--- src/rtl/xor_unmask_rx.sv ---
// Receive-side XOR unmasking stage: recovers each masked word with a held key,
// buffers it in a small FIFO and offers it downstream over valid/ready.
module xor_unmask_rx #(
  parameter int W     = 16,
  parameter int DEPTH = 4
) (
  input  logic                     clk,
  input  logic                     rst_n,
  input  logic                     in_valid,
  input  logic [W-1:0]             in_data,
  input  logic                     key_load,
  input  logic [W-1:0]             key,
  input  logic                     clr_ovf,
  output logic                     out_valid,
  output logic [W-1:0]             out_data,
  input  logic                     out_ready,
  output logic                     overflow,
  output logic [$clog2(DEPTH):0]   level
);

  localparam int AW = $clog2(DEPTH);
  localparam int LW = AW + 1;

  logic [W-1:0]  key_q;
  logic [W-1:0]  mem_q [DEPTH];
  logic [AW-1:0] wr_ptr_q, rd_ptr_q;
  logic [LW-1:0] level_q, level_d;
  logic          ovf_q, ovf_d;
  logic          pop, full, push, drop;

  // NOTE: every signal assigned here gets a default first so no latch is inferred.
  always_comb begin
    pop     = (level_q != '0) && out_ready;
    full    = (level_q == LW'(DEPTH));
    // A full FIFO still accepts a word when the head leaves in the same cycle.
    push    = in_valid && (!full || pop);
    drop    = in_valid && full && !pop;
    level_d = level_q;
    if (push && !pop)      level_d = level_q + 1'b1;
    else if (pop && !push) level_d = level_q - 1'b1;
    ovf_d   = ovf_q;
    if (clr_ovf) ovf_d = 1'b0;
    if (drop)    ovf_d = 1'b1;
  end

  // NOTE: sequential state uses non-blocking assignments so all registers sample
  // the pre-edge values (the pushed word uses the key held before a same-cycle load).
  always_ff @(posedge clk or negedge rst_n) begin
    if (!rst_n) begin
      key_q    <= '0;
      wr_ptr_q <= '0;
      rd_ptr_q <= '0;
      level_q  <= '0;
      ovf_q    <= 1'b0;
    end else begin
      if (key_load) key_q    <= key;
      if (push)     wr_ptr_q <= wr_ptr_q + 1'b1;
      if (pop)      rd_ptr_q <= rd_ptr_q + 1'b1;
      level_q <= level_d;
      ovf_q   <= ovf_d;
    end
  end

  // NOTE: storage is deliberately left out of reset; level/pointers define validity.
  always_ff @(posedge clk) begin
    if (push) mem_q[wr_ptr_q] <= in_data ^ key_q;
  end

  assign out_valid = (level_q != '0);
  assign out_data  = mem_q[rd_ptr_q];
  assign overflow  = ovf_q;
  assign level     = level_q;

endmodule

--- config.mk ---
export PLATFORM = sky130hd
export DESIGN_NAME = xor_unmask_rx
export DESIGN_NICKNAME = d
export VERILOG_FILES = /design/src/rtl/xor_unmask_rx.sv
export SDC_FILE = /design/constraint.sdc
export NUM_CORES = 1
export LEC_CHECK = 0
export CORE_MARGIN = 10
export CORE_UTILIZATION = 44
export DETAILED_ROUTE_END_ITERATION = 8
export PLACE_DENSITY = 0.65
export SLEW_MARGIN = 10
export SYNTH_ARGS = -nofsm -noshare
export SYNTH_HDL_FRONTEND = slang
export SYNTH_SLANG_ARGS = --single-unit
export TNS_END_PERCENT = 30
--- constraint.sdc ---
create_clock -name clk -period 2.51 [get_ports clk]
set_clock_uncertainty 0.1 [all_clocks]
set_input_delay 0.251 -clock clk [delete_from_list [all_inputs] [get_ports clk]]
set_output_delay 0.251 -clock clk [all_outputs]
set_load 0.01 [all_outputs]
# Word level (Yosys, flattened, before mapping)
# Memory sizes are Yosys's and may differ from the RTL's.
# Cells that the tools add are included.
[word_totals] inputBits=38 mem_count=1 wordCells=31 ram_bits=64 register_bits=24 out_inout_bits=21
[classes] reduce_logical=13 addsub=4 mux=6 n_eq_ne=1 bitwise_logic=1
[mem_list] name="mem_q" depth=4 width=16 read_ports=1 rd_ports_with_merged_regs=0 wr=1 line_no="25" rtl="logic [W-1:0] mem_q [DEPTH];"
[ops] operator="bitwise XOR 16 bit" count=1
[ops] operator="logical AND 1 bit" count=6
[ops] operator="2-to-1 mux 3 bit" count=2
[ops] operator="adder 2 x 1 -> 2 bit (second input constant)" count=2
[ops] operator="2-to-1 mux 1 bit" count=4
[ops] operator="nonzero test 2 bit" count=2
[ops] operator="adder 3 x 1 -> 3 bit (second input constant)" count=1
[ops] operator="equality test 3 bit (second input constant)" count=1
[ops] operator="logical NOT 1 bit" count=3
[ops] operator="nonzero test 3 bit" count=1
[ops] operator="subtractor 3 x 1 -> 3 bit (second input constant)" count=1
[ops] operator="logical OR 1 bit" count=1

# Depth between registers and ports, before layout
[depth] ltp_word=8 ltp_mapped=9 depth_no_buf=8

# Least setup slack after synthesis
# No wires, ideal clock.
[synth_path] path_kind="reg-to-reg" from="reg level_q[1] (netlist: level[1])" to="reg level_q[2] (netlist: level[2])" arrival_time_ns=1.997 stages_incl_launch_ff=9 slack_ns=0.334 setup_time_ns=0.079 path_cell_list="dfrtp_1 > or3_1 > nand2_1 > ha_1 > inv_1 > fa_1 > xor2_1 > nor2_1 > xor2_1"
[synth_between] elab_chain_cells=7 elab_cells_between_ends=15
[synth_rtl] item="from (decl)" line_no="27" rtl="logic [LW-1:0] level_q, level_d;"
[synth_rtl] item="from (signal assigned)" line_no="59" rtl="level_q <= level_d;"
[synth_rtl] item="nonzero test 3 bit *"
[synth_rtl] item="named net out_valid" line_no="14" rtl="output logic out_valid,"
[synth_rtl] item="logical AND 1 bit *" line_no="33" rtl="pop = (level_q != '0) && out_ready;"
[synth_rtl] item="logical OR 1 bit" line_no="36" rtl="push = in_valid && (!full || pop);"
[synth_rtl] item="logical AND 1 bit" line_no="36"
[synth_rtl] item="logical NOT 1 bit" line_no="40" rtl="else if (pop && !push) level_d = level_q - 1'b1;"
[synth_rtl] item="logical AND 1 bit" line_no="40"
[synth_rtl] item="nonzero test 2 bit (no line)"
# The timed path passes the listed nets; every way through them passes the cells marked *. The select of a mux whose other input is x is not followed.
# A chain may end at the register's enable or synchronous reset.

# Final worst setup path
[layout_path] from="reg rd_ptr_q[0]" to="out out_data[2]"
[layout_between] elab_chain_cells=1
[layout_rtl] item="from (decl)" line_no="26" rtl="logic [AW-1:0] wr_ptr_q, rd_ptr_q;"
[layout_rtl] item="from (signal assigned)" line_no="58" rtl="if (pop) rd_ptr_q <= rd_ptr_q + 1'b1;"
[layout_rtl] item="memory (4 x 16 bit)"
[layout_rtl] item="to (decl)" line_no="15" rtl="output logic [W-1:0] out_data,"
# Every way passes these cells.

==> metrics.md <==
| Metric | Value |
|---|---|
| CP Cell Sequence | `buf_12 -> mux4_2 -> clkdlybuf4s50_1` |
| Drt wl/cell | `18.0 µm` |
| Fin. max-slew vios | `0` |
| Final HPWL DP | `4.55 mm` |
| Final nets | `294` |
| Final Util | `57.7%` |
| DR iter-0 viols | `24` |
| Syn_nets | `217` |
| Yosys cell types | `20` |
| Sequential share of power | `44.9%` |
| Initial antenna violation count | `0` |
| Min cycle time layout | `2380 ps` |
| Area fraction of the dominant cell type after synthesis | `54.7%` |
| Final cycle utilization of the critical path | `94.7%` |
| Fmax | `0.421 GHz` |
| Area contributors post-synth | `edfxtp_1 55%, dfrtp_1 17%, mux4_2 10%` |
| Maximum fanout along the worst path | `16` |
| WP buf/inv | `2` |
| Clock tree root buffer cell | `clkbuf_8` |
| Setup TNS | `0 ps` |
| Critical path depth | `3` |
| Resized Gates After CTS | `0` |
| Final ANT Viol Nets | `0` |
| CP startpoint kind | `flip-flop` |
| Initial core utilization | `45.3%` |
| Gr usage total | `11.2%` |
| ANT cells | `0` |
| Grt ovf | `0` |
| Endpoints failing hold | `0` |
| CP arrival | `2020 ps` |
| CTS clk-pin slew, worst paths | `80 ps` |
| RD Place Congestion | `0.697` |
| Drt drc | `0` |
| Clock share of power | `19.8%` |
| Post-CTS Hold Buffers | `0` |
| CTS tree | `done` |
| TritonCTS buffer count | `9` |
| Maximum vdd drop | `470 µV` |
| Die footprint | `0.0120 mm²` |
| CP max stage delay | `540 ps` |
| Area Growth Syn to Fin | `27.5%` |
| Post-CTS Setup Repair Bufs | `0` |
| Largest net degree at the start of global routing | `25` |
| Vias | `1,720` |
| Slew @ Worst Pin | `367 ps` |
| Die width | `109 µm` |
| Hold WC Path Type | `primary input to asynchronous set/reset pin` |
| Setup Viol. Count Final | `0` |
| Synth area leader | `edfxtp_1` |
| Clk_lat worst skew | `340 ps` |
| First-pass detailed-route iteration total | `3` |
| CP endpoint kind | `output port` |
| RSZ-0062 raised after global routing | `no` |
| Number of global-route vias before repair | `1,930` |
| Vias per cell | `4.82` |
| Rows | `32` |
| Power per cell area | `1030 mW/mm²` |
| P_leak | `0.00162 µW` |
| First-pass GRT wire length | `10.2 mm` |
| Die Ht | `109 µm` |
| Yosys reg bits | `88` |
| Slowest-stage cell, CP | `mux4_2` |
| Yosys warns | `0` |
| Clk sinks | `88` |
| Comb power frac | `35.3%` |
| Post-Syn Instances | `173` |
| Cell Area, Synth | `0.00352 mm²` |
| Sw power | `1290 µW` |
| CP Class | `flip-flop to output port` |
| PortBufs | `58` |
| Avg Inst Size Synth | `20.3 µm²` |
| Share of cells above drive strength 1 | `25.1%` |
| Power Internal | `3300 µW` |
| Bufs on Longest Clock Path | `2` |
| Max-cap violations | `0` |
| Critical path required time | `2160 ps` |
| Critical path's top delay family | `buffers and inverters` |
| Routed wire length | `6.43 mm` |
| Fillers | `613` |
| Slew margin rel. | `75.6%` |
| R2R depth | `8` |
| Ports | `59` |
| Sw frac | `28.1%` |
| Status | `finished, final reports clean` |
| Core area | `0.00777 mm²` |
| Seq/Total Area, Yosys | `71.7%` |
| H-tree depth | `3` |
==> synth_stat cells <==
cell and n:
nand3_1 1, or3_1 1, fa_1 1, and2_1 4, nor2b_1 1, o21ai_0 1
mux2_2 17, mux4_2 16, inv_1 4, buf_2 4, dfrtp_1 24, xnor2_1 4
edfxtp_1 64, nor2_1 1, nor4b_4 1, mux2_4 1, nand2_1 2, ha_1 5
xor2_1 18, buf_6 3
==> flip-flops by register name, summed over array words and instances, names as in the netlist <==
signal    count
key_q        16
level         3
mem_q        64
overflow      1
rd_ptr_q      2
wr_ptr_q      2
==> worst paths after layout <==
path	startpoint	endpoint	slack [ps]
worst max register to register	level[1]	level[2]	310
worst min-delay path	rst_n	key_q[9]	190
min in group clk	clr_ovf	overflow	380
worst min register to register	key_q[7]	key_q[7]	430
max in group asynchronous	rst_n	key_q[1]	1860
worst max-delay path	rd_ptr_q[0]	out_data[2]	130
==> worst reg2reg max path: cells and delay by family, from the launching register on <==
kind / cells / cell delay (ps)
XOR/XNOR: 2 / 300
adder cells (fa/ha/maj): 2 / 560
buffers and inverters: 1 / 60
flip-flops: 1 / 470
AND/OR/NAND/NOR: 3 / 650
==> area by class of cell <==
class | count | area (µm²) | share of cell area [%]
flip-flops and latches | 88 | 2520 | 56.3
multi-input cells | 74 | 925 | 20.6
repair buffers | 73 | 706 | 15.7
well taps | 102 | 128 | 2.85
clock buffers | 9 | 124 | 2.76
clock inverters | 7 | 62.6 | 1.40
inverters | 4 | 15.0 | 0.335
==> routing by layer <==
metal  vias to the layer above  wire length, µm  global-route usage, %
met4                         0               55                   3.62
met2                        35             3270                   18.5
met3                         5              331                   3.80
met1                       873             2770                   13.7
li1                        807                -                      -
met5                         -                0                      0
==> kinds of logic (layout without fill, tap and decap cells) <==
| logic type | count (synthesis) | in the layout | share of synthesized area (%) |
|---|---|---|---|
| flops | 88 | 88 | 71.7 |
| mux | 34 | 34 | 16.1 |
| xor+xnor | 22 | 22 | 5.48 |
| simple gates | 11 | 11 | 2.21 |
| buf+inv | 11 | 93 | 1.96 |
| fa+ha+maj | 6 | 6 | 2.35 |
| compound gates | 1 | 1 | 0.142 |
==> through the flow <==
stage,cell area [µm²],total power (µW),instances,setup WS (ps),hold WS (ps)
6_report,4480,4600,357,134,186
3_3_place_gp,4300,3730,341,289,409
5_1_grt,4480,4850,357,29.3,211
4_1_cts,4480,4680,357,84.1,178
3_5_place_dp,4300,3760,341,200,416
2_1_floorplan,3520,2970,173,334,-145
==> layout by cell type, fill, tap and decap left out <==
master            n
and2_1            4
buf_12            1
buf_4            14
bufinv_16         1
clkbuf_8          9
clkdlybuf4s50_1  58
clkinv_1          2
clkinv_2          2
clkinvlp_4        2
dfrtp_1          24
edfxtp_1         64
fa_1              1
ha_1              5
inv_1             4
mux2_2           17
mux2_4            1
mux4_2           16
nand2_1           2
nand3_1           1
nor2_1            1
nor2b_1           1
nor4b_4           1
o21ai_0           1
or3_1             1
xnor2_1           4
xor2_1           18
==> power groups by stage <==
| stage | clock [µW] | combinational [µW] | sequential [µW] |
|---|---|---|---|
| 6_report | 911 | 1620 | 2060 |
| 5_1_grt | 1000 | 1750 | 2100 |
| 4_1_cts | 945 | 1670 | 2070 |
| 3_5_place_dp | 0 | 1660 | 2100 |
| 3_3_place_gp | 0 | 1650 | 2090 |
| 2_1_floorplan | 0 | 908 | 2060 |
(Power assumes the default switching activity.)
